**src/rtl/oam_dma_master.sv**
```systemverilog
// Sprite (OAM) DMA bus initiator: copies CPU page {PAGE,00..FF} to DEST_ADDR.
// Optional feature: define OAM_DMA_ABORT_EN to add the ABORT input.
module oam_dma_master #(
  parameter logic [15:0] DEST_ADDR = 16'h2004,
  parameter int          XFER_LEN  = 256
) (
  input  logic        PHI0,
  input  logic        n_RES,
  input  logic        W4014,
  input  logic [7:0]  DB_in,
  input  logic        CPU_RD,
`ifdef OAM_DMA_ABORT_EN
  input  logic        ABORT,
`endif
  output logic        RDY,
  output logic        BUS_EN,
  output logic [15:0] ADDR,
  output logic        RnW,
  output logic [7:0]  DB_out,
  output logic        BUSY
);

  localparam logic [2:0] S_IDLE  = 3'd0;
  localparam logic [2:0] S_HALT  = 3'd1;
  localparam logic [2:0] S_ALIGN = 3'd2;
  localparam logic [2:0] S_READ  = 3'd3;
  localparam logic [2:0] S_WRITE = 3'd4;

  // The byte counter is 8 bits wide, so XFER_LEN of 256 is the only meaningful value.
  localparam logic [7:0] LAST_CNT = 8'(XFER_LEN - 1);

  logic [2:0] state_q;
  logic [2:0] state_d;
  logic       put_q;
  logic [7:0] page_q;
  logic [7:0] cnt_q;
  logic [7:0] data_q;
  logic       abort_req;

`ifdef OAM_DMA_ABORT_EN
  assign abort_req = ABORT && (state_q != S_IDLE);
`else
  assign abort_req = 1'b0;
`endif

  // NOTE: every variable assigned in always_comb gets a default first, so no latch is inferred.
  always_comb begin
    state_d = state_q;
    case (state_q)
      S_IDLE:  if (W4014) state_d = S_HALT;
      // put_q=1 now means the next cycle is a get cycle, where READ must land.
      S_HALT:  if (CPU_RD) state_d = put_q ? S_READ : S_ALIGN;
      S_ALIGN: state_d = S_READ;
      S_READ:  state_d = S_WRITE;
      S_WRITE: state_d = (cnt_q == LAST_CNT) ? S_IDLE : S_READ;
      default: state_d = S_IDLE;
    endcase
    if (abort_req) state_d = S_IDLE;
  end

  // NOTE: sequential state uses non-blocking assignments so all flops update together.
  always_ff @(posedge PHI0 or negedge n_RES) begin
    if (!n_RES) begin
      state_q <= S_IDLE;
      put_q   <= 1'b0;
      page_q  <= 8'h00;
      cnt_q   <= 8'h00;
      data_q  <= 8'h00;
    end else begin
      state_q <= state_d;
      put_q   <= ~put_q;
      case (state_q)
        S_IDLE: begin
          if (W4014) begin
            page_q <= DB_in;
            cnt_q  <= 8'h00;
          end
        end
        S_READ:  data_q <= DB_in;
        S_WRITE: cnt_q  <= cnt_q + 8'd1;
        default: ;
      endcase
      if (abort_req) cnt_q <= 8'h00;
    end
  end

  assign BUSY   = (state_q != S_IDLE);
  assign RDY    = ~BUSY;
  assign BUS_EN = (state_q == S_READ) || (state_q == S_WRITE);
  assign RnW    = (state_q != S_WRITE);
  assign DB_out = data_q;

  always_comb begin
    ADDR = 16'h0000;
    if (state_q == S_READ)       ADDR = {page_q, cnt_q};
    else if (state_q == S_WRITE) ADDR = DEST_ADDR;
  end

endmodule

```
**config.mk**
```make
export PLATFORM = sky130hd
export DESIGN_NAME = oam_dma_master
export DESIGN_NICKNAME = d
export VERILOG_FILES = /design/src/rtl/oam_dma_master.sv
export SDC_FILE = /design/constraint.sdc
export NUM_CORES = 1
export LEC_CHECK = 0
export ABC_AREA = 1
export CORE_MARGIN = 10
export CORE_UTILIZATION = 35
export CTS_CLUSTER_DIAMETER = 40
export DETAILED_ROUTE_END_ITERATION = 10
export PLACE_DENSITY = 0.58
export SETUP_SLACK_MARGIN = 0.3
export SYNTH_ARGS = -nofsm -noshare
export SYNTH_HDL_FRONTEND = slang
export SYNTH_SLANG_ARGS = --single-unit
```
**constraint.sdc**
```tcl
create_clock -name PHI0 -period 1.7 [get_ports PHI0]
set_input_delay 0.34 -clock PHI0 [delete_from_list [all_inputs] [get_ports PHI0]]
set_output_delay 0.34 -clock PHI0 [all_outputs]
set_load 0.01 [all_outputs]
```
== After elaboration in Yosys (flattened, before gate mapping) ==
Index checks and enable logic that the tools add are counted.
Word-level totals
  bits in registers: 28
  output and inout port bits: 28
  word-level logic and storage cells: 32
Operators by class
  add/subtract/negate cells: 1
  eq/ne operators: 8
  muxes and demuxes: 9
  bitwise gates (word level): 2
  reduce and logical (&&, ||, !) cells: 7
Operator list (number)
  two-way mux 16 bit: 1
  case mux 8 bit (2 select lines): 1
  case mux 3 bit (5 select lines): 1
  two-way mux 14 bit: 1
  adder 8 x 1 -> 8 bit (second input constant): 1
  == test 8 bit (second input constant): 1
  two-way mux 8 bit: 1
  == test 3 x 2 -> 1 bit (second input constant): 2
  two-way mux 3 bit: 2
  AND reduction 2 bit: 3
  != test 2 bit (second input constant): 2
  == test 3 x 1 -> 1 bit (second input constant): 1
  == test 3 bit (second input constant): 1
  zero test 3 bit: 1
  != test 3 bit (second input constant): 1
  nonzero test 3 bit: 1
  two-way mux 2 bit: 1
  NOT 1 bit: 2
  nonzero test 2 bit: 1
  logical OR 1 bit: 1
  two-way mux 1 bit: 1

== Logic depth before layout (Yosys ltp) ==
  depth in word-level cells: 3
  mapped depth: 8
  depth with buffers taken out: 8

== Worst setup path after synthesis ==
Ideal clock, no wire load.
  path type: flip-flop to output port
  from: register state_q[1]
  to: output port ADDR[2]
  data arrival time: 1093 ps
  required time: 1360 ps
  setup slack: 267 ps
  cell stages (with the launch flop): 5
  buffers on the path: 1
  cell sequence: dfrtp_1 -> nor3_4 -> buf_6 -> inv_1 -> o21ai_0
Between the ends
  longest elaborated chain between the ends: 3
  elaborated cells between the ends (all ways): 4
  classes of those cells: eq/ne (2); mux (2)
RTL lines
  from (decl): RTL line 32  | logic [2:0] state_q;
  from (signal assigned): RTL line 70  | state_q <= state_d;
  == test 3 bit: RTL line 96  | else if (state_q == S_WRITE) ADDR = DEST_ADDR;
  two-way mux 14 bit: RTL line 96
  two-way mux 16 bit *: RTL line 95  | if (state_q == S_READ) ADDR = {page_q, cnt_q};
  to (decl): RTL line 17  | output logic [15:0] ADDR,
Mark *: on every way between the ends. The rest lies on a longest branch, timed or not.

== Final worst setup path ==
  from: register state_q[0]
  to: output port ADDR[2]
The elaborated chain is that of the path after synthesis.

==> impl_metrics.env <==
export IMPL_grt_pass1_wl_mm=6.796
export IMPL_synth_nets=200
export IMPL_synth_distinct_cells=20
export IMPL_grtUsageMet3_pct=3.768
export IMPL_die_area_mm2=0.007132
export IMPL_maxCapViolCount=0
export IMPL_htree_levels=1
export IMPL_startpoint="state_q[0]"
export IMPL_maxSlewHeadroom_pct=76.15
export IMPL_start_kind="register"
export IMPL_grt_usage_pct=11.40
export IMPL_grt_busiest_layer="met2"
export IMPL_std_cell_rows=23
export IMPL_final_layout_size_suffix_gt1_share_pct=36.05
export IMPL_io_pin_count=40
export IMPL_synth_top_area_share_pct=48.19
export IMPL_layout_common_cells="nand2_1 (66), dfrtp_1 (27), inv_1 (22)"
export IMPL_path_cells="buf_6, nand3_4, buf_6, o21ai_2, buf_2"
export IMPL_critPathCapture="ADDR[2]"
export IMPL_grt_pass1_vias=1482
export IMPL_drc_errors=0
export IMPL_maxSlewViolCount=0
export IMPL_vias=1370
export IMPL_overflow=0
export IMPL_crit_top_cell="buf_6"
export IMPL_crit_path_max_fanout=5
export IMPL_pre_cts_ws_ns=-0.07186
export IMPL_place_congestion=0.7821
export IMPL_drt_first_pass_iters=4
export IMPL_yosysWarnings=0
export IMPL_cp_slowest_stage_delay_ns=0.42
export IMPL_cts_root_buffer="clkbuf_8"
export IMPL_grt_max_degree=29
export IMPL_syn_to_final_growth_pct=55.85
export IMPL_crit_required_ns=1.36
export IMPL_antennaDiodeCount=0
export IMPL_die_x_um=84.45
export IMPL_totalWireLength_mm=3.873
export IMPL_fillerInstances=380
export IMPL_wire_per_inst_um=12.57
export IMPL_crit_arrival_ns=1.30
export IMPL_ctsHoldBuffers=0
export IMPL_core_area_mm2=0.004000
export IMPL_numCtsBuffers=3
export IMPL_port_buffers=39
export IMPL_synth_area_mm2=0.001454
export IMPL_cts_path_max_buffers=2
export IMPL_min_path_type="in2async"
export IMPL_power_density_mw_per_mm2=1633
export IMPL_crit_slowest_cell="dfrtp_1"
export IMPL_regToRegSetupSlack_ns=0.09
export IMPL_fin_crit_sh_pct=96.74
export IMPL_vias_per_cell=4.448
export IMPL_yosysTopAreaCell="dfrtp_1"
export IMPL_synth_area_leaders="dfrtp_1 (48%), nand2_1 (19%), inv_1 (6.5%)"
export IMPL_max_freq_mhz=608.0
export IMPL_worst_pin_slew_ns=0.3577
export IMPL_start_util_pct=36.35
export IMPL_avgSynthCellArea_um2=7.775
export IMPL_antenna_found_initial=0
export IMPL_final_common_cell="nand2_1"
export IMPL_setup_ws_ns=0.05534
export IMPL_r2r_end="page_q[4]"
export IMPL_rsz0062_at_grt="yes"
export IMPL_hold_viol_final=0
export IMPL_antenna_left=0
export IMPL_use_met1_pct=12.58
export IMPL_critPathKind="reg2out"
export IMPL_worst_r2r_path_depth=11
export IMPL_status="finished clean"
export IMPL_r2r_start="state_q[0]"
export IMPL_chipHeight_um=84.45
export IMPL_ir_worst_vdd_v=0.0008188
export IMPL_clk_latency_ns=0.28
export IMPL_ys_ff_latch=28
export IMPL_synthCells=187
export IMPL_drtIter0Drc=98
export IMPL_setup_violations=0
export IMPL_final_util_pct=56.65
export IMPL_clkSinkCount=28
export IMPL_fin_nets=272
export IMPL_fin_skew_ns=0.004903
export IMPL_post_route_min_period_ns=1.645
export IMPL_gr_usage_met2_pct=20.54
export IMPL_cts_tree="built"
export IMPL_seq_area_frac_synth_pct=48.19
export IMPL_dp_hpwl_mm=2.799
export IMPL_endpoint_kind="primary output"
export IMPL_clk_pin_slew_worst_paths_ns=0.10
export IMPL_p_leak_nw=1.170
[cell families after synthesis]
| logic type | synth area share (%) |
|---|---|
| flip-flops | 48.19 |
| AO/OA/AOI/OAI | 6.799 |
| adder cells (fa/ha/maj) | 0.8604 |
| AND/OR/NAND/NOR | 34.60 |
| buffers and inverters | 9.552 |
[flip-flops by register name, indices dropped and copies added (netlist names)]
name / count
page_q: 8
put_q: 1
cnt_q: 8
DB_out: 8
state_q: 3
[routing by layer]
metal	part of all wire, %	wire length [µm]
met5	0	0
met4	0.90	35
met3	7.0	272
met2	51	1987
met1	41	1577
[critical path: cells and delay by family (launching register included)]
family / cells / cell delay (ns)
AO/OA/AOI/OAI: 1 / 0.10
AND/OR/NAND/NOR: 1 / 0.09
flip-flops: 1 / 0.42
buffers and inverters: 3 / 0.42
[layout make-up]
type / count / area (µm²) / share of cell area (%)
sequential: 28 / 701.9 / 30.98
multi-input combinational: 129 / 686.9 / 30.31
timing repair buffer: 71 / 644.4 / 28.44
inverter: 26 / 98.84 / 4.362
tap: 50 / 62.56 / 2.761
clock buffer: 3 / 41.29 / 1.822
clock inverter: 1 / 30.03 / 1.325
[through the flow]
step           area (µm²)  total power [mW]  hold slack (ns)  TNS (ns)  instances
6_report             2266             3.701           0.4285         0        308
5_1_grt              2266             3.993           0.4714  -0.09574        308
4_1_cts              2181             3.577           0.4326         0        304
2_1_floorplan        1463             1.971          0.04441         0        187
3_3_place_gp         2007             2.781           0.4120   -0.1752        288
3_5_place_dp         2007             2.805           0.4192   -0.6934        288
[cell usage after synthesis (all sizes together)]
library cell,number
nor3,1
dfrtp,28
buf,4
nor2,24
o21a,1
o21ai,11
nand3,12
clkinv,1
inv,25
nand2,76
ha,1
a21oi,2
nand3b,1
[power by group]
part	internal (mW)	leakage [nW]	switching, mW
Combinational	1.07	0.781	1.03
Sequential	0.912	0.353	0.147
Clock	0.316	0.0357	0.222
[worst min-delay path by stage]
| stage | to | slack (ns) | from |
|---|---|---|---|
| 2_1_floorplan | DB_out[0] | 0.04 | n_RES |
| 3_3_place_gp | put_q | 0.41 | put_q |
| 3_5_place_dp | put_q | 0.42 | put_q |
| 4_1_cts | put_q | 0.43 | put_q |
| 5_1_grt | cnt_q[4] | 0.47 | n_RES |
| 6_report | cnt_q[3] | 0.43 | n_RES |
[what timing repair did]
action,CTS,global route
pin swaps,3,5
gates resized for setup,116,14
setup buffers,11,4
endpoints found under the setup margin,36,38
cloned,1,0
Power figures use the tool's default switching activity.
